## src/rtl/pipe_stage_reg.sv

```systemverilog
// pipe_stage_reg: a chain of DEPTH pipeline register stages between two
// processor stages. The chain supports stall (hold every stage) and clr
// (insert a bubble at stage 0). A bubble zeroes the payload and control
// bits but keeps the PC+4 field. Optional performance counters are
// compiled in when the macro PIPE_STAGE_PERF_EN is defined.
module pipe_stage_reg #(
    parameter int DATA_W = 160,
    parameter int KEEP_W = 32,
    parameter int CTRL_W = 8,
    parameter int DEPTH  = 1     // legal range 1..4
) (
    input  logic              clk,
    input  logic              reset,
    input  logic              stall,
    input  logic              clr,
    input  logic              valid_D,
    input  logic [DATA_W-1:0] data_D,
    input  logic [KEEP_W-1:0] keep_D,
    input  logic [CTRL_W-1:0] ctrl_D,
    output logic [DATA_W-1:0] data_E,
    output logic [KEEP_W-1:0] keep_E,
    output logic [CTRL_W-1:0] ctrl_E,
    output logic              valid_E,
    output logic              bubble_E
`ifdef PIPE_STAGE_PERF_EN
    ,
    output logic [31:0]       stall_cnt,
    output logic [31:0]       flush_cnt
`endif
);

    // Stage storage. The declaration initialisers give the power-up state,
    // which matches the reset state, so simulation is defined before reset.
    logic              valid_q [DEPTH] = '{default: 1'b0};
    logic [DATA_W-1:0] data_q  [DEPTH] = '{default: '0};
    logic [KEEP_W-1:0] keep_q  [DEPTH] = '{default: '0};
    logic [CTRL_W-1:0] ctrl_q  [DEPTH] = '{default: '0};

    logic              valid_d [DEPTH];
    logic [DATA_W-1:0] data_d  [DEPTH];
    logic [KEEP_W-1:0] keep_d  [DEPTH];
    logic [CTRL_W-1:0] ctrl_d  [DEPTH];

    genvar gi;
    generate
        for (gi = 0; gi < DEPTH; gi++) begin : g_stage
            if (gi == 0) begin : g_head
                // Stage 0 next state: stall holds, clr inserts a bubble that
                // still carries the upstream PC+4, otherwise load upstream.
                always_comb begin
                    valid_d[0] = valid_q[0];
                    data_d[0]  = data_q[0];
                    keep_d[0]  = keep_q[0];
                    ctrl_d[0]  = ctrl_q[0];
                    if (!stall) begin
                        if (clr) begin
                            valid_d[0] = 1'b0;
                            data_d[0]  = '0;
                            keep_d[0]  = keep_D;
                            ctrl_d[0]  = '0;
                        end else begin
                            valid_d[0] = valid_D;
                            data_d[0]  = data_D;
                            keep_d[0]  = keep_D;
                            ctrl_d[0]  = ctrl_D;
                        end
                    end
                end
            end else begin : g_tail
                // Later stages next state: hold on stall, else shift from the
                // previous stage (clr only affects stage 0).
                always_comb begin
                    valid_d[gi] = valid_q[gi];
                    data_d[gi]  = data_q[gi];
                    keep_d[gi]  = keep_q[gi];
                    ctrl_d[gi]  = ctrl_q[gi];
                    if (!stall) begin
                        valid_d[gi] = valid_q[gi-1];
                        data_d[gi]  = data_q[gi-1];
                        keep_d[gi]  = keep_q[gi-1];
                        ctrl_d[gi]  = ctrl_q[gi-1];
                    end
                end
            end

            // Stage register: reset overrides stall and clr.
            always_ff @(posedge clk) begin
                if (reset) begin
                    valid_q[gi] <= 1'b0;
                    data_q[gi]  <= '0;
                    keep_q[gi]  <= '0;
                    ctrl_q[gi]  <= '0;
                end else begin
                    valid_q[gi] <= valid_d[gi];
                    data_q[gi]  <= data_d[gi];
                    keep_q[gi]  <= keep_d[gi];
                    ctrl_q[gi]  <= ctrl_d[gi];
                end
            end
        end
    endgenerate

    // Outputs come straight from the last stage flops.
    assign data_E   = data_q[DEPTH-1];
    assign keep_E   = keep_q[DEPTH-1];
    assign ctrl_E   = ctrl_q[DEPTH-1];
    assign valid_E  = valid_q[DEPTH-1];
    assign bubble_E = ~valid_q[DEPTH-1];

`ifdef PIPE_STAGE_PERF_EN
    logic [31:0] stall_cnt_q = '0;
    logic [31:0] flush_cnt_q = '0;

    // Saturating event counters: stalled edges, and clr edges that actually
    // inserted a bubble (clr under stall is dropped and not counted).
    always_ff @(posedge clk) begin
        if (reset) begin
            stall_cnt_q <= '0;
            flush_cnt_q <= '0;
        end else begin
            if (stall && (stall_cnt_q != 32'hFFFF_FFFF)) begin
                stall_cnt_q <= stall_cnt_q + 32'd1;
            end
            if (clr && !stall && (flush_cnt_q != 32'hFFFF_FFFF)) begin
                flush_cnt_q <= flush_cnt_q + 32'd1;
            end
        end
    end

    assign stall_cnt = stall_cnt_q;
    assign flush_cnt = flush_cnt_q;
`endif

endmodule

```

## config.mk

```make
export PLATFORM = sky130hd
export DESIGN_NAME = pipe_stage_reg
export DESIGN_NICKNAME = d
export VERILOG_FILES = /design/src/rtl/pipe_stage_reg.sv
export SDC_FILE = /design/constraint.sdc
export NUM_CORES = 1
export LEC_CHECK = 0
export BUFFER_PORTS_ARGS = -buffer_cell sky130_fd_sc_hd__buf_2
export CAP_MARGIN = 15
export CELL_PAD_IN_SITES_DETAIL_PLACEMENT = 1
export CELL_PAD_IN_SITES_GLOBAL_PLACEMENT = 1
export CORE_AREA = 2 2 160 162
export CTS_CLUSTER_SIZE = 14
export DETAILED_ROUTE_END_ITERATION = 16
export DIE_AREA = 0 0 162 164
export PLACE_DENSITY = 0.91
export SLEW_MARGIN = 5
export SYNTH_ARGS = -nofsm -noshare
export SYNTH_HDL_FRONTEND = slang
export SYNTH_SLANG_ARGS = --single-unit
```

## constraint.sdc

```tcl
create_clock -name clk -period 2.16 [get_ports clk]
set_input_delay 0.432 -clock clk [delete_from_list [all_inputs] [get_ports clk]]
set_output_delay 0.432 -clock clk [all_outputs]
set_load 0.05 [all_outputs]
```

==> impl_metrics.py, run 1 <==
metrics = {
    "clocking": {
        "clock-sinks": 201,
        "clk_latency_ns": 0.50,
        "cts.htree.levels": 1,
        "ctsResizeCount": 0,
        "tritoncts": "yes",
        "cts_buffers": 23,
        "path_clk_slew_ns": 0.06,
        "clockBufferDepth": 3,
        "root_buffer": "clkbuf_16",
        "cts_setup_buffers": 0,
        "ctsHoldBuffers": 0,
    },
    "flow_run": {
        "max_cap_viol_count": 0,
    },
    "hold_path": {
        "worstHoldPathCells": 3,
        "worst_hold_path_type": "input pin to flop",
        "hold_start": "keep_D[27]",
    },
    "critical_path": {
        "critical_path.n_buffers_inverters": 1,
        "max_stage_delay_ns": 0.36,
        "end_kind": "output pin",
        "cp_cell_sequence": "buf_2",
        "critPathArrivalTime_ns": 1.15,
        "reg2reg_depth": 2,
        "regToRegStartpoint": "data_q[0][125]$_SDFFE_PP0N_",
        "cp-startpoint": "valid_q[0]$_SDFFE_PP0N_",
        "cp_data_required_time_ns": 1.73,
        "crit_family": "flip-flops",
        "crit_slowest_cell": "dfxtp_1",
        "path_depth": 1,
        "path_max_fanout": 3,
        "path_class": "flop to output pin",
        "cp-start-kind": "flop",
    },
    "timing": {
        "min_period_ns": 1.583,
        "post-route-period-util_pct": 73.29,
        "worst_pin_slew_ns": 0.4884,
        "setup_violations": 0,
        "finalHoldViolations": 0,
        "final.setup.tns_ns": 0,
        "fmaxAchievable_ghz": 0.6317,
        "fin_skew_ns": 0,
        "slew_headroom_pct": 67.44,
        "rsz0062_at_grt": "no",
        "slew_viol_final": 0,
    },
    "place": {
        "gp_congestion": 0.7973,
        "dpl.hpwl_um": 19060,
        "port_buffers": 406,
    },
    "die": {
        "die_y_um": 164,
        "die_area_mm2": 0.02657,
        "ios": 407,
        "die_width_um": 162,
        "start_util_pct": 33.51,
        "core_area_mm2": 0.02482,
        "rows": 58,
    },
    "synthesis": {
        "yosysMostFrequentCell": "dfxtp_1",
        "synth_edf_count": 0,
        "synth_nets": 1062,
        "synth_top_area_share_pct": 48.38,
        "synth_warnings": 0,
        "synth_flop_cell": "dfxtp_1",
        "ys_ff_latch": 201,
        "synthArstFlopShare_pct": 0,
        "synth_top_cell_by_area": "dfxtp_1",
        "synthTopCellsByArea": "dfxtp_1 (48%), o22ai_2 (15%), nand2b_1 (13%), nand2_1 (7.6%), o22ai_1 (5.1%)",
        "synth_area_per_cell_um2": 9.706,
        "synth_cells": 857,
        "synth_common_cells": "dfxtp_1 (201), nand2_1 (169), nand2b_1 (168)",
        "ys_types": 15,
        "yosysSeqAreaShare_pct": 48.38,
        "syn_area_mm2": 0.008318,
    },
    "power": {
        "p_int_w": 0.006795,
        "switchingPower_w": 0.002675,
        "power_density_mw_per_mm2": 837.9,
        "peakVddDrop_v": 0.0003955,
        "p_clk_share_pct": 41.4,
        "p_seq_share_pct": 41.7,
        "p_leak_nw": 5.096,
        "p_sw_share_pct": 28.25,
        "p_comb_share_pct": 16.8,
    },
    "grt": {
        "grt_max_degree": 101,
        "grt_pass1_vias": 7826,
        "grt_pass1_wl_um": 40970,
        "gr-total-overflow": 0,
        "grtUsageTotal_pct": 18.98,
        "antenna_found_initial": 5,
    },
    "run_status": {
        "outcome": "finished clean",
    },
    "route": {
        "drc": 0,
        "drtPass1Iterations": 4,
        "num_vias": 7509,
        "ant_nets": 0,
        "drt-initial-drc-count": 391,
        "wl_per_cell_um": 17.20,
        "drt-total-wl_um": 27020,
        "vias_per_cell": 4.780,
    },
    "finish": {
        "drive_gt1_share_pct": 45.06,
        "nets": 1426,
        "n_fill_cell": 3015,
        "final_util_pct": 45.54,
        "area_growth_syn_to_layout_pct": 35.88,
    },
}
[logic make-up (layout without fill, tap and decap cells)]
logic type	Yosys count	after routing	synth area share [%]
other cells	0	5	0
compound gates	169	169	20.22
flops	201	201	48.38
simple gates	371	371	21.89
mux	32	32	3.851
buf+inv	84	463	5.671
[routing by layer]
layer | vias to the layer above | wire length [µm] | track usage (%)
met5 | - | 0 | 0
met4 | 0 | 1132 | 9.171
met3 | 74 | 1770 | 4.293
met2 | 287 | 13690 | 34.29
met1 | 3522 | 10420 | 21.08
li1 | 3626 | - | -
[stage by stage]
stage                     hold slack (ns)  setup slack, ns  cells  total power [W]  area, µm²
after floorplan                    0.5759           0.7488    857         0.005148       8318
after global placement             0.4543           0.5531   1526         0.005577      10530
after detailed placement           0.4656           0.5046   1526         0.005624      10530
after CTS                          0.1424           0.5326   1566         0.009587      11290
after global routing               0.1633           0.5269   1571         0.009856      11300
final                              0.1685           0.5770   1571         0.009470      11300
[area by class of cell]
class	instances	area (µm²)	share of cell area, %
Tap cell	330	412.9	3.653
Timing Repair Buffer	422	2268	20.07
Multi-Input combinational cell	572	3825	33.84
Inverter	1	3.754	0.03321
Sequential cell	201	4024	35.60
Antenna cell	5	12.51	0.1107
Clock inverter	7	112.6	0.9963
Clock buffer	33	643.1	5.690
[cell usage in the layout, fill, tap and decap left out, types with 3 or more instances in the layout]
cell | Yosys | final
nor2_1 | 32 | 32
o22ai_2 | 100 | 100
mux2i_1 | 32 | 32
o22ai_1 | 68 | 68
nand2_1 | 169 | 169
buf_12 | 0 | 8
clkbuf_16 | 0 | 23
clkinv_2 | 0 | 3
nand2b_1 | 168 | 168
buf_2 | 29 | 404
bufinv_16 | 0 | 3
dfxtp_1 | 201 | 201
buf_4 | 4 | 8
diode_2 | 0 | 5
clkbuf_8 | 0 | 3
clkbuf_1 | 36 | 7
[registers in the layout, indices dropped and copies added (netlist names)]
register and count:
data_q 160, valid_q 1, ctrl_q 8, keep_q 32
[worst paths after layout]
path                                      end  slack, ns
setup reg to reg  data_q[0][125]$_SDFFE_PP0N_       1.45
setup / recovery                      valid_E       0.58
hold reg to reg     ctrl_q[0][6]$_SDFFE_PP0N_       0.47
hold / removal     keep_q[0][27]$_SDFFE_PP0N_       0.17
[power by group through the flow]
| stage | sequential [W] | clock, W | combinational [W] |
|---|---|---|---|
| after CTS | 0.00395 | 0.00403 | 0.00160 |
| final | 0.00395 | 0.00392 | 0.00159 |
| after floorplan | 0.00458 | 0 | 0.000570 |
| after global routing | 0.00397 | 0.00420 | 0.00169 |
| after detailed placement | 0.00403 | 0 | 0.00159 |
| after global placement | 0.00402 | 0 | 0.00156 |
Note: power is estimated with default switching activity, not from simulation.
==> inputs of run 2 (changes only) <==
--- a/config.mk
+++ b/config.mk
@@ -9,11 +9,10 @@
 export CAP_MARGIN = 15
 export CELL_PAD_IN_SITES_DETAIL_PLACEMENT = 1
 export CELL_PAD_IN_SITES_GLOBAL_PLACEMENT = 1
-export CORE_AREA = 2 2 160 162
+export CORE_UTILIZATION = 33
 export CTS_CLUSTER_SIZE = 14
 export DETAILED_ROUTE_END_ITERATION = 16
-export DIE_AREA = 0 0 162 164
-export PLACE_DENSITY = 0.91
+export PLACE_DENSITY = 0.9
 export SLEW_MARGIN = 5
 export SYNTH_ARGS = -nofsm -noshare
 export SYNTH_HDL_FRONTEND = slang
==> constraint.sdc (replaced) <==
create_clock -name clk -period 1.49 [get_ports clk]
set_input_delay 0.298 -clock clk [delete_from_list [all_inputs] [get_ports clk]]
set_output_delay 0.298 -clock clk [all_outputs]
set_load 0.05 [all_outputs]
==> run 2 against run 1 <==
  * Highest routed layer unchanged
  * Sequential power grew 45%
  * Final cell count rose by 0.57%
  * Combinational power up 50%
  * Largest power group unchanged
  * Largest cell class unchanged
  * Via count rose by 2.5%
==> impl_metrics.py, run 2 (same netlist as run 1, synthesis figures left out) <==
metrics = {
    "critical_path": {
        "path_class": "flop to output pin",
        "crit_family": "flip-flops",
        "crit_slowest_cell": "dfxtp_1",
        "path_max_fanout": 2,
        "end_kind": "output pin",
        "critPathArrivalTime_ns": 1.16,
        "cp-start-kind": "flop",
        "cp_data_required_time_ns": 1.19,
        "cp_cell_sequence": "buf_2",
        "critical_path.n_buffers_inverters": 1,
        "max_stage_delay_ns": 0.37,
    },
    "place": {
        "port_buffers": 406,
        "dp.cells": 1540,
        "dpl.hpwl_um": 19700,
        "gp_congestion": 0.8073,
        "place_area_mm2": 0.01075,
    },
    "clocking": {
        "cts.htree.levels": 1,
        "cts_buffers": 23,
        "tritoncts": "yes",
        "root_buffer": "clkbuf_16",
        "cts_setup_buffers": 0,
        "clockBufferDepth": 3,
        "clk_latency_ns": 0.50,
        "path_clk_slew_ns": 0.06,
        "clock-sinks": 201,
        "ctsHoldBuffers": 0,
    },
    "timing": {
        "slew_headroom_pct": 73.70,
        "worst_pin_slew_ns": 0.3945,
        "setup_violations": 0,
        "rsz0062_at_grt": "no",
        "post-route-period-util_pct": 97.65,
        "fin_skew_ns": 0,
        "final.setup.tns_ns": 0,
        "slew_viol_final": 0,
        "min_period_ns": 1.455,
        "finalHoldViolations": 0,
        "fmaxAchievable_ghz": 0.6873,
    },
    "power": {
        "peakVddDrop_v": 0.0006788,
        "p_leak_nw": 5.221,
        "power_density_mw_per_mm2": 1197,
        "total_power_w": 0.01378,
    },
    "die": {
        "ios": 407,
        "die_y_um": 160.8,
        "rows": 57,
        "start_util_pct": 33.90,
        "die_width_um": 160.8,
        "die_area_mm2": 0.02585,
        "core_area_mm2": 0.02453,
    },
    "finish": {
        "fin_area_mm2": 0.01152,
        "drive_gt1_share_pct": 46.17,
        "top_register": "data_q",
        "fin_cells": 1580,
        "top_regs": "data_q x160, keep_q x32, ctrl_q x8",
        "nets": 1446,
        "multi_input_area_mm2": 0.003825,
        "largest_reg_flops": 160,
        "n_fill_cell": 2926,
        "mostFrequentLayoutCell": "buf_2",
        "final_cell_mix": "buf_2 (400), dfxtp_1 (200), nand2_1 (169)",
        "final_util_pct": 46.95,
        "seqCellArea_mm2": 0.004025,
        "area_growth_syn_to_layout_pct": 38.46,
    },
    "route": {
        "vias_per_cell": 4.872,
        "drt-total-wl_um": 27790,
        "ant_nets": 0,
        "drtPass1Iterations": 4,
        "wl_per_cell_um": 17.59,
        "drc": 0,
        "drt-initial-drc-count": 326,
        "num_vias": 7697,
    },
    "grt": {
        "grtUsageTotal_pct": 20.45,
        "antenna_found_initial": 2,
        "grt_pass1_vias": 8149,
        "grt_max_degree": 78,
        "gr-total-overflow": 0,
        "grt_pass1_wl_um": 42550,
    },
    "run_status": {
        "outcome": "finished clean",
    },
    "flow_run": {
        "max_cap_viol_count": 0,
    },
    "hold_path": {
        "worst_hold_path_type": "input pin to flop",
    },
}
==> run 2: changes by cell type in the layout (fill, tap and decap cells not counted), moves of 3 or more <==
cell | previous run | this run
diode_2 | 5 | 2
buf_4 | 8 | 23
clkbuf_1 | 7 | 4
buf_2 | 404 | 400
clkbuf_8 | 3 | 9
buf_12 | 8 | 14
clkbuf_4 | 0 | 3
==> run 2: where the power goes <==
group | total [W] | switching (W) | internal (W)
Clock | 0.00566 | 0.00224 | 0.00343
Combinational | 0.00239 | 0.00160 | 0.000795
Sequential | 0.00573 | 0.000121 | 0.00561
==> run 2: worst paths after layout <==
kind	startpoint	to	slack, ns	cells past startpoint
max reg2reg	data_q[0][144]$_SDFFE_PP0N_	data_q[0][144]$_SDFFE_PP0N_	0.74	2
min	keep_D[15]	keep_q[0][15]$_SDFFE_PP0N_	0.03	3
min reg2reg	data_q[0][1]$_SDFFE_PP0N_	data_q[0][1]$_SDFFE_PP0N_	0.47	2
max	keep_q[0][30]$_SDFFE_PP0N_	keep_E[30]	0.04	1
==> run 2: timing repair <==
item | 4_1_cts | 5_1_grt
pin swaps | 0 | 0
resized for setup | 2 | 3
setup endpoints to repair | 2 | 3
==> run 2: worst reg2reg max path, cell delays in order (launching register included) <==
cell     delay, ns
dfxtp_1       0.37
nand2_1       0.08
o22ai_1       0.22
==> run 2: layout make-up <==
| class | instances | area share, % |
|---|---|---|
| Clock buffer | 36 | 6.203 |
| Timing Repair Buffer | 442 | 21.74 |
| Antenna cell | 2 | 0.04345 |
| Tap cell | 324 | 3.520 |
| Multi-Input combinational cell | 572 | 33.21 |
| Inverter | 1 | 0.03259 |
| Sequential cell | 201 | 34.95 |
| Clock inverter | 2 | 0.3042 |
==> run 2: metrics by stage <==
step | hold WS [ns] | setup slack, ns
final | 0.02670 | 0.03509
after global routing | 0.01879 | 0.0009818
after CTS | 0.004044 | 0.001899
after detailed placement | 0.4637 | 0.1665
after global placement | 0.4508 | 0.2182
after floorplan | 0.4419 | 0.2128
==> run 2: routing by layer <==
metal  part of all wire (%)  vias up  track usage (%)  wire length [µm]
met4                    3.5        0            8.105               961
met1                     38     3715            21.26             10480
met3                    5.8       60            4.571              1610
li1                       -     3656                -                 -
met2                     53      266            39.33             14740
met5                      0        -                0                 0
==> inputs of run 3 (changes only) <==
==> constraint.sdc (replaced) <==
create_clock -name clk -period 1.49 [get_ports clk]
set_input_delay 0.2235 -clock clk [delete_from_list [all_inputs] [get_ports clk]]
set_output_delay 0.2235 -clock clk [all_outputs]
set_load 0.05 [all_outputs]
==> run 3 against run 2 <==
  * Wire length grew 22%
  * Worst setup slack gained 0.052 ns
  * Clock skew unchanged
  * Hold slack got worse by 0.014 ns
  * Global-route usage up 5.0 points
  * Critical path type unchanged
  * Largest cell class unchanged
  * Largest power group is now clock
==> impl_metrics.py, run 3 (same netlist as run 1, synthesis figures left out) <==
metrics = {
    "hold_path": {
        "worstHoldPathCells": 3,
        "worst_hold_path_type": "input pin to flop",
    },
    "grt": {
        "met2_usage_pct": 49.76,
        "gr-total-overflow": 0,
        "grt_util_met3_pct": 4.804,
        "gr-max-usage-layer": "met2",
        "antenna_found_initial": 4,
        "grt_pass1_vias": 9502,
        "grt_pass1_wl_um": 52120,
        "grtUsageTotal_pct": 25.44,
        "grt_max_degree": 71,
        "grt.met1_usage_pct": 25.10,
    },
    "route": {
        "drc": 0,
        "num_vias": 8409,
        "drt-initial-drc-count": 451,
        "wl_per_cell_um": 19.85,
        "drtPass1Iterations": 4,
        "ant_nets": 0,
        "drt-total-wl_um": 33900,
        "vias_per_cell": 4.923,
    },
    "die": {
        "ios": 407,
        "die_y_um": 160.8,
        "core_area_mm2": 0.02453,
        "start_util_pct": 33.90,
        "rows": 57,
        "die_width_um": 160.8,
        "die_area_mm2": 0.02585,
    },
    "clocking": {
        "tritoncts": "yes",
        "root_buffer": "clkbuf_16",
        "clock-sinks": 201,
        "path_clk_slew_ns": 0.06,
        "cts_buffers": 23,
        "clk_latency_ns": 0.50,
        "clockBufferDepth": 3,
        "cts.htree.levels": 1,
        "cts_setup_buffers": 0,
    },
    "critical_path": {
        "critPathArrivalTime_ns": 1.18,
        "cp-start-kind": "flop",
        "cp_data_required_time_ns": 1.27,
        "max_stage_delay_ns": 0.40,
        "path_max_fanout": 2,
        "end_kind": "output pin",
        "path_class": "flop to output pin",
        "critical_path.n_buffers_inverters": 1,
        "reg2reg_depth": 3,
        "cp_cell_sequence": "buf_2",
        "path_depth": 1,
        "crit_family": "flip-flops",
        "crit_slowest_cell": "dfxtp_1",
    },
    "timing": {
        "fmaxAchievable_ghz": 0.7129,
        "rsz0062_at_grt": "no",
        "worst_pin_slew_ns": 0.4503,
        "post-route-period-util_pct": 94.14,
        "min_period_ns": 1.403,
        "slew_headroom_pct": 69.98,
        "slew_viol_final": 0,
        "finalHoldViolations": 0,
        "final.setup.tns_ns": 0,
        "fin_skew_ns": 0,
        "setup_violations": 0,
    },
    "power": {
        "p_leak_nw": 5.731,
        "p_comb_share_pct": 18.6,
        "power_density_mw_per_mm2": 1140,
        "p_seq_share_pct": 39.5,
        "switchingPower_w": 0.004146,
        "p_sw_share_pct": 28.49,
        "p_int_w": 0.01041,
        "peakVddDrop_v": 0.0008260,
        "p_clk_share_pct": 41.9,
    },
    "finish": {
        "top_register": "data_q",
        "drive_gt1_share_pct": 41.27,
        "area_growth_syn_to_layout_pct": 53.47,
        "nets": 1570,
        "seqCellArea_mm2": 0.004024,
        "top_regs": "data_q x160, keep_q x32, ctrl_q x8",
        "n_fill_cell": 2854,
        "multi_input_area_mm2": 0.003825,
        "largest_reg_flops": 160,
        "final_cell_mix": "buf_2 (404), dfxtp_1 (201), nand2_1 (169)",
        "final_util_pct": 52.03,
        "mostFrequentLayoutCell": "buf_2",
    },
    "place": {
        "gp_congestion": 0.7961,
        "dpl.hpwl_um": 19120,
        "port_buffers": 406,
    },
    "flow_run": {
        "max_cap_viol_count": 0,
    },
    "run_status": {
        "outcome": "finished clean",
    },
}
==> run 3: cell type report <==
| class | instances | area share [%] |
|---|---|---|
| Sequential cell | 201 | 31.52 |
| Clock inverter | 10 | 1.411 |
| Timing Repair Buffer | 566 | 28.94 |
| Tap cell | 324 | 3.176 |
| Multi-Input combinational cell | 572 | 29.96 |
| Clock buffer | 31 | 4.901 |
| Inverter | 1 | 0.02940 |
| Antenna cell | 3 | 0.05881 |
==> run 3: final timing paths <==
check / end / from / slack (ns)
max reg2reg: ctrl_q[0][3]$_SDFFE_PP0N_ / ctrl_q[0][3]$_SDFFE_PP0N_ / 0.28
max: keep_E[30] / keep_q[0][30]$_SDFFE_PP0N_ / 0.09
min reg2reg: data_q[0][18]$_SDFFE_PP0N_ / data_q[0][18]$_SDFFE_PP0N_ / 0.47
min: data_q[0][115]$_SDFFE_PP0N_ / data_D[115] / 0.01
==> run 3: what timing repair did <==
action / 4_1_cts / 5_1_grt
hold endpoints to repair: 132 / 0
gates resized for setup: 0 / 0
hold buffers: 133 / 0
==> run 3: power groups by stage <==
| stage | clock (W) | sequential (W) | combinational (W) |
|---|---|---|---|
| 2_1_floorplan | 0 | 0.00664 | 0.000826 |
| 3_3_place_gp | 0 | 0.00583 | 0.00229 |
| 3_5_place_dp | 0 | 0.00584 | 0.00234 |
| 4_1_cts | 0.00619 | 0.00573 | 0.00263 |
| 5_1_grt | 0.00649 | 0.00576 | 0.00283 |
| 6_report | 0.00610 | 0.00575 | 0.00270 |
==> run 3: routing by layer <==
layer / share of wire [%] / up-vias / wire (µm)
li1: - / 3909 / -
met1: 35 / 4038 / 12030
met2: 55 / 345 / 18490
met3: 5.0 / 117 / 1704
met4: 4.9 / 0 / 1669
met5: 0 / - / 0
==> run 3: through the flow <==
stage	instance area [µm²]	instances	worst slack (ns)	hold slack [ns]	power, W
6_report	12770	1708	0.08724	0.01247	0.01455
5_1_grt	12770	1708	0.04553	0.002451	0.01508
4_1_cts	12760	1705	0.06804	0.0002491	0.01455
3_5_place_dp	10620	1531	0.2661	0.4633	0.008180
3_3_place_gp	10620	1531	0.2870	0.4535	0.008116
2_1_floorplan	8318	857	0.2873	0.3674	0.007463
==> run 3: worst register-to-register path, cell delays in order (launching register included) <==
cell and delay, ns:
dfxtp_1 0.33, nand2_1 0.06, o22ai_1 0.17, dlygate4sd3_1 0.60
